`src/rtl/imm_ext_pkg.sv`:
```
// Shared types and constants for the immediate-extension unit.
// Optional feature macro used by the top level: IMM_EXT_XFER_COUNT_EN.
package imm_ext_pkg;

    typedef enum logic [1:0] {
        ZERO   = 2'd0,
        SIGN   = 2'd1,
        BRANCH = 2'd2,
        UPPER  = 2'd3
    } imm_mode_e;

    // Width of the optional output-transfer counter.
    localparam int XFER_CNT_W = 16;

endpackage

```
`src/rtl/imm_ext_core.sv`:
```
// Combinational immediate extension: zero/sign extend, branch offset
// (sign-extended, shifted left by 2) and upper placement.
module imm_ext_core
    import imm_ext_pkg::*;
#(
    parameter int IN_W  = 16,
    parameter int OUT_W = 32
) (
    input  logic [IN_W-1:0]  in_imm,
    input  logic [1:0]       in_mode,
    output logic [OUT_W-1:0] result
);

    logic [OUT_W-1:0] zext;
    logic [OUT_W-1:0] sext;

    assign zext = {{(OUT_W-IN_W){1'b0}}, in_imm};
    assign sext = {{(OUT_W-IN_W){in_imm[IN_W-1]}}, in_imm};

    // Select the extended form for the requested mode.
    always_comb begin
        result = '0;
        case (imm_mode_e'(in_mode))
            ZERO:    result = zext;
            SIGN:    result = sext;
            BRANCH:  result = {sext[OUT_W-3:0], 2'b00};
            UPPER:   result = {in_imm, {(OUT_W-IN_W){1'b0}}};
            default: result = '0;
        endcase
    end

endmodule

```
`src/rtl/imm_extend_unit.sv`:
```
// Immediate extension unit with valid/ready handshake on both sides.
// One output register plus a one-entry skid register; in_ready is
// registered and tracks skid emptiness.
// Optional feature macro: IMM_EXT_XFER_COUNT_EN adds a saturating
// output-transfer counter on port xfer_count.
module imm_extend_unit
    import imm_ext_pkg::*;
#(
    parameter int IN_W  = 16,
    parameter int OUT_W = 32
) (
    input  logic             clk,
    input  logic             rst_n,
    input  logic             in_valid,
    output logic             in_ready,
    input  logic [IN_W-1:0]  in_imm,
    input  logic [1:0]       in_mode,
    output logic             out_valid,
    input  logic             out_ready,
    output logic [OUT_W-1:0] out_data
`ifdef IMM_EXT_XFER_COUNT_EN
    ,
    output logic [XFER_CNT_W-1:0] xfer_count
`endif
);

    // The branch mode shifts a sign-extended value left by two, so the
    // output must have room for the shift on top of the raw field.
    if (OUT_W < IN_W + 2) begin : g_width_check
        $error("imm_extend_unit: OUT_W must be >= IN_W+2");
    end

    logic [OUT_W-1:0] result;
    logic             in_xfer;
    logic             out_xfer;

    logic             skid_full;
    logic [OUT_W-1:0] skid_data;

    logic             out_valid_d;
    logic [OUT_W-1:0] out_data_d;
    logic             skid_full_d;
    logic [OUT_W-1:0] skid_data_d;

    imm_ext_core #(
        .IN_W  (IN_W),
        .OUT_W (OUT_W)
    ) u_core (
        .in_imm  (in_imm),
        .in_mode (in_mode),
        .result  (result)
    );

    assign in_xfer  = in_valid && in_ready;
    assign out_xfer = out_valid && out_ready;

    // Next-state for output and skid registers.
    always_comb begin
        out_valid_d = out_valid;
        out_data_d  = out_data;
        skid_full_d = skid_full;
        skid_data_d = skid_data;
        if (skid_full) begin
            // in_ready is low while the skid holds data, so only drain here.
            if (out_xfer) begin
                out_data_d  = skid_data;
                skid_full_d = 1'b0;
            end
        end else if (in_xfer) begin
            if (out_valid && !out_ready) begin
                skid_data_d = result;
                skid_full_d = 1'b1;
            end else begin
                out_data_d  = result;
                out_valid_d = 1'b1;
            end
        end else if (out_xfer) begin
            out_valid_d = 1'b0;
        end
    end

    // State registers; in_ready stays low through reset and rises on the
    // first edge afterwards because it is computed from next skid state.
    always_ff @(posedge clk or negedge rst_n) begin
        if (!rst_n) begin
            out_valid <= 1'b0;
            out_data  <= '0;
            skid_full <= 1'b0;
            skid_data <= '0;
            in_ready  <= 1'b0;
        end else begin
            out_valid <= out_valid_d;
            out_data  <= out_data_d;
            skid_full <= skid_full_d;
            skid_data <= skid_data_d;
            in_ready  <= !skid_full_d;
        end
    end

`ifdef IMM_EXT_XFER_COUNT_EN
    // Count output transfers, holding at all-ones.
    always_ff @(posedge clk or negedge rst_n) begin
        if (!rst_n) begin
            xfer_count <= '0;
        end else if (out_xfer && (xfer_count != {XFER_CNT_W{1'b1}})) begin
            xfer_count <= xfer_count + 1'b1;
        end
    end
`endif

endmodule

```
`config.mk`:
```
export PLATFORM = sky130hd
export DESIGN_NAME = imm_extend_unit
export DESIGN_NICKNAME = d
export VERILOG_FILES = /design/src/rtl/imm_ext_pkg.sv /design/src/rtl/imm_ext_core.sv /design/src/rtl/imm_extend_unit.sv
export SDC_FILE = /design/constraint.sdc
export NUM_CORES = 1
export LEC_CHECK = 0
export BUFFER_PORTS_ARGS = -buffer_cell sky130_fd_sc_hd__buf_2
export CAP_MARGIN = 20
export CORE_MARGIN = 2
export CORE_UTILIZATION = 51
export DETAILED_ROUTE_END_ITERATION = 8
export HOLD_SLACK_MARGIN = 0.1
export PLACE_DENSITY = 0.74
export SLEW_MARGIN = 20
export SYNTH_ARGS = -nofsm -noshare
export SYNTH_HDL_FRONTEND = slang
export SYNTH_HIERARCHICAL = 1
export SYNTH_SLANG_ARGS = --single-unit
export TNS_END_PERCENT = 50
```
`constraint.sdc`:
```
create_clock -name clk -period 1.5 [get_ports clk]
set_input_delay 0.225 -clock clk [delete_from_list [all_inputs] [get_ports clk]]
set_output_delay 0.225 -clock clk [all_outputs]
set_load 0.01 [all_outputs]
```
==> impl_metrics.py, run 1 <==
metrics = {
    "status": {
        "outcome": "complete, but fails checks",
        "violations": "negative setup slack",
    },
    "power_and_ir_drop": {
        "total_leakage_power_nw": 2.06,
        "p_per_area_mw_per_mm2": 1980,
        "p_comb_share_pct": 42.3,
        "p_int_mw": 5.77,
        "ir_worst_vdd_uv": 1120,
        "power.share.sequential_pct": 36.7,
        "swShare_pct": 30.8,
        "switching_power_mw": 2.57,
        "clkPwrFrac_pct": 20.9,
    },
    "synth": {
        "synth_seq_cells": 67,
        "synth_top_family_by_area": "multiplexers",
        "yosysWarnings": 6,
        "yosysTopAreaCell": "dfrtp_1",
        "seq_area_frac_synth_pct": 48.8,
        "syn_inst": 243,
        "netlist.area_leader.share_pct": 48.8,
        "synthAdderAreaFrac_pct": 0,
        "synth_top_cells_by_area": "dfrtp_1 49%, mux2_2 31%, mux2i_1 4.4%",
        "syn_area_mm2": 0.00343,
        "synthMuxAreaShare_pct": 35.9,
        "yosys.area_share.simple_pct": 2.92,
        "syn_area_per_cell_um2": 14.1,
        "synth_compound_area_share_pct": 7.98,
        "ys_types": 24,
        "syn_nets": 265,
        "synth_xor_area_share_pct": 0,
    },
    "global_routing": {
        "grt_use_total_pct": 20.6,
        "grt_pass1_wl_um": 11500,
        "grt_start_max_net_pins": 68,
        "overflow": 0,
        "grt_antenna_before_repair": 0,
        "grt_pass1_vias": 2232,
    },
    "floorplanning": {
        "die_w_um": 86.1,
        "die_y_um": 86.1,
        "io_pins": 56,
        "dieArea_mm2": 0.00740,
        "initial_utilization_pct": 53.5,
        "core.rowCount": 29,
        "fp.coreArea_mm2": 0.00642,
    },
    "routing": {
        "totalWireLength_um": 7490,
        "drc": 0,
        "ant_nets": 0,
        "firstDrtPassIters": 4,
        "vias": 2228,
        "viasPerCell": 5.68,
        "dr.first_iter.drc_count": 86,
        "wl_per_cell_um": 19.1,
    },
    "timing": {
        "grt_setup_unrepaired": "yes",
        "setup_ws_ps": -55.9,
        "finClkSkew_ps": 11.3,
        "finalSetupViolCount": 56,
        "tns_ps": -1590,
        "fmax_ghz": 0.643,
        "relSlewSlack_pct": 72.4,
        "fin_hold_ws_ps": 173,
        "finalHoldViolCount": 0,
        "period_needed_ps": 1560,
        "worst_slew_pin_slew_ps": 413,
        "period_share_pct": 104,
        "final_max_slew_viol_count": 0,
    },
    "clocking": {
        "cts_buffers": 9,
        "clockBufferDepth": 2,
        "insertion_delay_ps": 350,
        "cts_tree": "built",
        "htreeDepth": 3,
        "cts_root_buf": "clkbuf_8",
        "clk_pin_slew_ps": 70,
        "clock_sinks": 67,
    },
    "cells_and_area": {
        "area_growth_pct": 22.4,
        "final_nets": 332,
        "drive_gt1_share_pct": 63.5,
        "num-fill-cells": 482,
        "diodes": 0,
    },
    "placement": {
        "hpwl_um": 4750,
        "io_buffer_count": 55,
        "routabilityCongestion": 0.847,
    },
    "setup_path": {
        "cp-end-kind": "flip-flop",
        "cp.arrival_ps": 1790,
        "timing.rr.end": "skid_data[25]$_DFFE_PN0P_",
        "r2r_cells": 5,
        "critPathKind": "reg -> reg",
        "rrSetupSlack_ps": -60,
        "critPathCapture": "skid_data[25]$_DFFE_PN0P_",
        "crit_fanout": 8,
        "required_ps": 1730,
        "cp-startpoint": "skid_full$_DFF_PN0_",
        "r2r-start": "skid_full$_DFF_PN0_",
        "crit_path_start_kind": "flip-flop",
    },
    "flow_run": {
        "maxCapViolCount": 0,
    },
    "min_path": {
        "hold_start": "out_ready",
        "hp-class": "in -> reg",
    },
}
## timing repair
item                       in CTS  in global routing
hold buffers                    1                  0
setup endpoints to repair      59                 64
gates cloned                    1                  2
gates resized for setup         7                 16
hold endpoints to repair       67                  0
pin swaps                       1                  1
buffers inserted                1                  3
## cells in the final DEF, fill, tap and decap left out, types with 5 or more instances in the layout
cell type   n
a22o_1     14
buf_12      5
buf_2      55
buf_4       7
clkbuf_8   11
dfrtp_1    67
mux2_2     81
mux2_4     14
mux2i_1    15
o21ai_1     5
o21ai_2    10
## worst min-delay path by stage
stage | to | cells after the start
2_1_floorplan | in_ready$_DFF_PN0_ | 0
3_3_place_gp | skid_data[30]$_DFFE_PN0P_ | 2
3_5_place_dp | skid_data[30]$_DFFE_PN0P_ | 2
4_1_cts | in_ready$_DFF_PN0_ | 2
5_1_grt | in_ready$_DFF_PN0_ | 2
6_report | in_ready$_DFF_PN0_ | 2
## worst max-delay path, stage by stage, from the launching register on
cell	delay (ps)
dfrtp_1	390
nand3b_4	190
nor3b_4	190
buf_4	170
buf_6	160
mux2_2	340
## cell type report
| cell class | instances | area (um2) | share of cell area [%] |
|---|---|---|---|
| flip-flops and latches | 67 | 1680 | 39.9 |
| multi-input cells | 154 | 1660 | 39.4 |
| repair buffers | 74 | 523 | 12.4 |
| clock buffers | 11 | 151 | 3.60 |
| well taps | 77 | 96.3 | 2.29 |
| clock inverters | 5 | 82.6 | 1.96 |
| inverters | 4 | 15.0 | 0.357 |
## routing by layer
layer / wire length (um) / GRT usage, %
met1: 3420 / 28.2
met2: 3680 / 32.1
met3: 284 / 4.91
met5: 0 / 0
met4: 109 / 7.50
## synthesized netlist by cell type (all sizes together)
library cell	n
nor2b	3
inv	4
dfrtp	67
o21ai	16
o21a	1
mux2i	15
a31oi	1
mux2	96
a21o	1
nand3b	3
nor3b	1
nand2	2
buf	15
a22oi	1
clkbuf	3
a22o	14
## cell families (layout without fill, tap and decap cells)
group	Yosys count	count (layout)
multiplexers	111	111
AO/OA/AOI/OAI	34	34
flip-flops	67	67
AND/OR/NAND/NOR	9	9
buffers and inverters	22	94
## per-stage QoR
step | util [%] | worst slack (ps) | power [mW] | cell area, um2 | instances
after floorplan | - | -76.2 | 5.27 | 3440 | 243
after global placement | 59.2 | -108 | 6.09 | 3800 | 368
after detailed placement | 59.2 | -123 | 6.19 | 3800 | 368
after CTS | 63.6 | -40.2 | 8.10 | 4080 | 387
after global routing | 65.4 | -99.4 | 8.82 | 4200 | 392
final | 65.4 | -55.9 | 8.34 | 4200 | 392
## sequential cells by signal (all words and copies together) (netlist names)
name	cells
out_valid	1
out_data	32
skid_full	1
skid_data	32
in_ready	1
## power groups by stage
stage / clock network, mW / registers, mW / logic, mW
global placement: 0 / 3.03 / 3.05
floorplan: 0 / 3.20 / 2.07
finish: 1.75 / 3.07 / 3.53
detailed placement: 0 / 3.09 / 3.11
global route: 1.86 / 3.17 / 3.80
CTS: 1.79 / 3.05 / 3.26
Note: power is estimated with default switching activity, not from simulation.
==> run 2, diff against run 1 <==
--- a/config.mk
+++ b/config.mk
@@ -8,10 +8,11 @@
 export BUFFER_PORTS_ARGS = -buffer_cell sky130_fd_sc_hd__buf_2
 export CAP_MARGIN = 20
 export CORE_MARGIN = 2
-export CORE_UTILIZATION = 51
+export CORE_UTILIZATION = 53
+export CTS_BUF_LIST = sky130_fd_sc_hd__clkbuf_4 sky130_fd_sc_hd__clkbuf_8
 export DETAILED_ROUTE_END_ITERATION = 8
 export HOLD_SLACK_MARGIN = 0.1
-export PLACE_DENSITY = 0.74
+export PLACE_DENSITY = 0.77
 export SLEW_MARGIN = 20
 export SYNTH_ARGS = -nofsm -noshare
 export SYNTH_HDL_FRONTEND = slang
==> impl_metrics.py, run 2 (same netlist as run 1, synthesis figures left out) <==
metrics = {
    "power_and_ir_drop": {
        "p_int_mw": 5.18,
        "p_comb_share_pct": 42.3,
        "switching_power_mw": 2.31,
        "power.share.sequential_pct": 40.6,
        "total_leakage_power_nw": 1.94,
        "swShare_pct": 30.8,
        "p_per_area_mw_per_mm2": 1870,
        "totalPowerFinal_mw": 7.49,
        "ir_worst_vdd_uv": 974,
        "clkPwrFrac_pct": 17.0,
    },
    "setup_path": {
        "cp_slowest_cell": "dfrtp_1",
        "r2r-start": "skid_full$_DFF_PN0_",
        "r2r_cells": 4,
        "crit_fanout": 32,
        "timing.rr.end": "skid_data[31]$_DFFE_PN0P_",
        "crit_buf_inv": 1,
        "crit_path_start_kind": "flip-flop",
        "critPathKind": "reg -> reg",
        "critPathTopFamily": "simple AND/OR/NAND/NOR gates",
        "cp-end-kind": "flip-flop",
        "required_ps": 1720,
        "rrSetupSlack_ps": -6,
        "path_cells": "nand3b_4 > nor3b_4 > buf_12 > mux2_2",
        "cp.arrival_ps": 1730,
        "max_stage_delay_ps": 370,
    },
    "cells_and_area": {
        "num-fill-cells": 501,
        "multiInputGateArea_mm2": 0.00162,
        "area_growth_pct": 16.8,
        "layout_commonest_cell": "mux2_2",
        "fin_area_mm2": 0.00401,
        "diodes": 0,
        "layout_common_cells": "91 x mux2_2, 66 x dfrtp_1, 55 x buf_2",
        "instances_no_fill": 382,
        "drive_gt1_share_pct": 62.6,
        "fin_util_pct": 63.5,
        "reg_top3": "out_data: 32 flops, skid_data: 32 flops",
        "register_area_mm2": 0.00168,
        "final_nets": 325,
    },
    "min_path": {
        "hp-class": "in -> reg",
        "min_to": "in_ready$_DFF_PN0_",
        "hold_start": "out_ready",
        "whs_path_depth": 2,
    },
    "routing": {
        "vias": 2201,
        "drc": 0,
        "wl_per_cell_um": 17.6,
        "totalWireLength_um": 6730,
        "dr.first_iter.drc_count": 108,
        "firstDrtPassIters": 5,
        "ant_nets": 0,
        "viasPerCell": 5.76,
    },
    "clocking": {
        "cts_buffers": 9,
        "cts_tree": "built",
        "htreeDepth": 3,
        "clockBufferDepth": 2,
        "clock_sinks": 67,
        "clk_pin_slew_ps": 60,
        "cts_root_buf": "clkbuf_8",
        "insertion_delay_ps": 340,
        "post_cts_buffers": 0,
    },
    "placement": {
        "dp_cells": 368,
        "routabilityCongestion": 0.792,
        "place_area_mm2": 0.00381,
        "hpwl_um": 4630,
        "io_buffer_count": 55,
    },
    "timing": {
        "finalHoldViolCount": 0,
        "fmax_ghz": 0.664,
        "worst_slew_pin_slew_ps": 387,
        "period_share_pct": 100,
        "finClkSkew_ps": 4.49,
        "fin_hold_ws_ps": 195,
        "final_max_slew_viol_count": 0,
        "grt_setup_unrepaired": "yes",
        "period_needed_ps": 1510,
        "finalSetupViolCount": 3,
        "setup_ws_ps": -6.46,
        "relSlewSlack_pct": 74.2,
    },
    "floorplanning": {
        "die_y_um": 84.5,
        "fp.coreArea_mm2": 0.00631,
        "die_w_um": 84.5,
        "dieArea_mm2": 0.00714,
        "initial_utilization_pct": 54.4,
        "io_pins": 56,
        "core.rowCount": 29,
    },
    "global_routing": {
        "overflow": 0,
        "grt_pass1_wl_um": 11100,
        "grt_use_total_pct": 20.3,
        "grt_start_max_net_pins": 68,
        "grt_pass1_vias": 2226,
        "grt_antenna_before_repair": 0,
    },
    "status": {
        "violations": "negative setup slack",
        "outcome": "complete, but fails checks",
    },
    "flow_run": {
        "maxCapViolCount": 0,
    },
}
## run 2: repair_timing
| item | CTS | global route |
|---|---|---|
| hold endpoints to repair | 67 | 0 |
| resized for setup | 3 | 5 |
| endpoints found under the setup margin | 13 | 64 |
| hold buffers | 1 | 0 |
## run 2: worst max-delay path by stage
stage | from | endpoint | slack (ps) | cells after the start
2_1_floorplan | skid_full$_DFF_PN0_ | skid_data[10]$_DFFE_PN0P_ | -80 | 5
3_3_place_gp | in_mode[1] | out_data[14]$_DFFE_PN0P_ | -10 | 5
3_5_place_dp | in_mode[1] | out_data[14]$_DFFE_PN0P_ | -40 | 5
4_1_cts | skid_full$_DFF_PN0_ | skid_data[31]$_DFFE_PN0P_ | -9 | 4
5_1_grt | skid_full$_DFF_PN0_ | out_data[19]$_DFFE_PN0P_ | -90 | 4
6_report | skid_full$_DFF_PN0_ | skid_data[31]$_DFFE_PN0P_ | -6 | 4
## run 2: area by class of cell
cell class / instances / area share, %
Clock buffer: 13 / 3.99
Inverter: 4 / 0.374
Multi-Input combinational cell: 154 / 40.4
Sequential cell: 67 / 41.8
Tap cell: 77 / 2.40
Timing Repair Buffer: 67 / 11.0
## run 2: routing by layer
layer	up-vias	routed length (um)	global-route usage, %
met5	-	0	0
met4	0	203	10.8
met3	18	344	5.31
met2	73	3230	30.7
met1	1104	2940	27.0
li1	1006	-	-
## run 2: metrics by stage
step,setup slack [ps],TNS [ps]
floorplan,-76.2,-3980
global placement,-14.3,-19.6
detailed placement,-44.3,-232
CTS,-9.19,-16.3
global route,-92.1,-4690
finish,-6.46,-7.43
## run 2: power groups by stage
stage          sequential, mW  combinational [mW]  clock, mW
2_1_floorplan            3.20                2.07          0
3_3_place_gp             3.02                3.04          0
3_5_place_dp             3.07                3.11          0
4_1_cts                  3.04                3.17       1.33
5_1_grt                  3.16                3.41       1.40
6_report                 3.04                3.17       1.28
==> run 3, diff against run 2 <==
--- a/config.mk
+++ b/config.mk
@@ -12,6 +12,7 @@
 export CTS_BUF_LIST = sky130_fd_sc_hd__clkbuf_4 sky130_fd_sc_hd__clkbuf_8
 export DETAILED_ROUTE_END_ITERATION = 8
 export HOLD_SLACK_MARGIN = 0.1
+export MAX_ROUTING_LAYER = met4
 export PLACE_DENSITY = 0.77
 export SLEW_MARGIN = 20
 export SYNTH_ARGS = -nofsm -noshare
==> impl_metrics.py, run 3 (same netlist as run 1, synthesis figures left out) <==
metrics = {
    "setup_path": {
        "crit_fanout": 32,
        "required_ps": 1730,
        "crit_path_start_kind": "flip-flop",
        "path_cells": "nand3b_4 > nor3b_4 > buf_12 > mux2_2",
        "cp_slowest_cell": "dfrtp_1",
        "critPathKind": "reg -> reg",
        "critPathTopFamily": "simple AND/OR/NAND/NOR gates",
        "cp.arrival_ps": 1740,
        "max_stage_delay_ps": 370,
        "crit_buf_inv": 1,
        "cp-end-kind": "flip-flop",
    },
    "placement": {
        "place_area_mm2": 0.00381,
        "hpwl_um": 4630,
        "dp_slack_ps": -44.3,
        "routabilityCongestion": 0.803,
        "io_buffer_count": 55,
        "dp_cells": 368,
    },
    "timing": {
        "finalHoldViolCount": 0,
        "grt_setup_unrepaired": "yes",
        "relSlewSlack_pct": 74.0,
        "period_share_pct": 101,
        "setup_ws_ps": -11.1,
        "final_max_slew_viol_count": 0,
        "finClkSkew_ps": 4.55,
        "fmax_ghz": 0.662,
        "finalSetupViolCount": 14,
        "period_needed_ps": 1510,
        "worst_slew_pin_slew_ps": 389,
    },
    "power_and_ir_drop": {
        "ir_worst_vdd_uv": 974,
        "p_per_area_mw_per_mm2": 1870,
        "clkPwrFrac_pct": 17.2,
        "switching_power_mw": 2.32,
        "swShare_pct": 30.9,
        "p_comb_share_pct": 42.3,
        "power.share.sequential_pct": 40.5,
        "total_leakage_power_nw": 1.94,
        "p_int_mw": 5.18,
    },
    "routing": {
        "totalWireLength_um": 6740,
        "viasPerCell": 5.67,
        "firstDrtPassIters": 4,
        "wl_per_cell_um": 17.6,
        "dr.first_iter.drc_count": 114,
        "vias": 2166,
        "ant_nets": 0,
        "drc": 0,
    },
    "cells_and_area": {
        "layout_commonest_cell": "mux2_2",
        "drive_gt1_share_pct": 62.6,
        "area_growth_pct": 16.8,
        "diodes": 0,
        "multiInputGateArea_mm2": 0.00162,
        "layout_common_cells": "91 x mux2_2, 66 x dfrtp_1, 55 x buf_2",
        "register_area_mm2": 0.00168,
        "final_nets": 325,
        "reg_top3": "out_data: 32 flops, skid_data: 32 flops",
        "instances_no_fill": 382,
        "fin_area_mm2": 0.00401,
        "num-fill-cells": 499,
    },
    "global_routing": {
        "grt_antenna_before_repair": 0,
        "grt_pass1_vias": 2212,
        "grt_use_total_pct": 21.1,
        "overflow": 0,
        "grt_pass1_wl_um": 11100,
        "grt_start_max_net_pins": 68,
    },
    "floorplanning": {
        "io_pins": 56,
        "core.rowCount": 29,
        "dieArea_mm2": 0.00714,
        "die_y_um": 84.5,
        "initial_utilization_pct": 54.4,
        "die_w_um": 84.5,
        "fp.coreArea_mm2": 0.00631,
    },
    "flow_run": {
        "maxCapViolCount": 0,
    },
    "clocking": {
        "htreeDepth": 3,
        "cts_buffers": 9,
        "clk_pin_slew_ps": 60,
        "clock_sinks": 67,
        "cts_tree": "built",
        "insertion_delay_ps": 350,
        "clockBufferDepth": 2,
        "cts_root_buf": "clkbuf_8",
    },
    "min_path": {
        "hp-class": "in -> reg",
    },
    "status": {
        "violations": "negative setup slack",
        "outcome": "complete, but fails checks",
    },
}
==> run 3: cell counts in the layout (fill, tap and decap cells not counted) <==
Identical to the previous run, type by type.
==> run 3: metrics by stage <==
stage	utilization [%]	hold slack, ps	power (mW)	setup TNS, ps
finish	63.5	188	7.50	-38.1
global route	63.5	183	7.99	-4860
CTS	63.3	185	7.54	-16.3
detailed placement	60.4	274	6.19	-232
global placement	60.4	272	6.06	-19.6
floorplan	-	-70.6	5.27	-3980
==> run 3: timing repair <==
item | in CTS | in global routing
endpoints found under the setup margin | 13 | 64
resized for setup | 3 | 5
setup buffers | 0 | 0
hold endpoints to repair | 67 | 0
hold buffers | 1 | 0
==> run 3: per-layer routing <==
metal / wire length, um / vias up / global-route usage [%] / share of wire (%)
li1: - / 1005 / - / -
met1: 3020 / 1088 / 27.1 / 45
met2: 3220 / 56 / 30.7 / 48
met3: 283 / 17 / 5.31 / 4.2
met4: 212 / 0 / 11.7 / 3.1
met5: 0 / - / - / 0
==> run 3: power groups by stage <==
stage	sequential, mW	clock [mW]	combinational [mW]
2_1_floorplan	3.20	0	2.07
3_3_place_gp	3.02	0	3.04
3_5_place_dp	3.07	0	3.11
4_1_cts	3.04	1.33	3.17
5_1_grt	3.16	1.41	3.42
6_report	3.04	1.29	3.17
==> run 3: final cells by class <==
class                   count  share of cell area, %
well taps                  77                   2.40
inverters                   4                  0.374
multi-input cells         154                   40.4
repair buffers             67                   11.0
flip-flops and latches     67                   41.8
clock buffers              13                   3.99
==> run 3: worst paths after layout <==
| kind | from | to | slack [ps] | depth (start not counted) |
|---|---|---|---|---|
| max in group asynchronous | rst_n | out_data[14]$_DFFE_PN0P_ | 780 | 3 |
| worst max register to register | skid_full$_DFF_PN0_ | skid_data[31]$_DFFE_PN0P_ | -10 | 4 |
| worst min register to register | out_data[14]$_DFFE_PN0P_ | out_data[14]$_DFFE_PN0P_ | 500 | 1 |
| worst max-delay path | skid_full$_DFF_PN0_ | skid_data[31]$_DFFE_PN0P_ | -10 | 4 |
| worst min-delay path | out_ready | in_ready$_DFF_PN0_ | 190 | 2 |
| min in group asynchronous | rst_n | out_data[28]$_DFFE_PN0P_ | 430 | 3 |
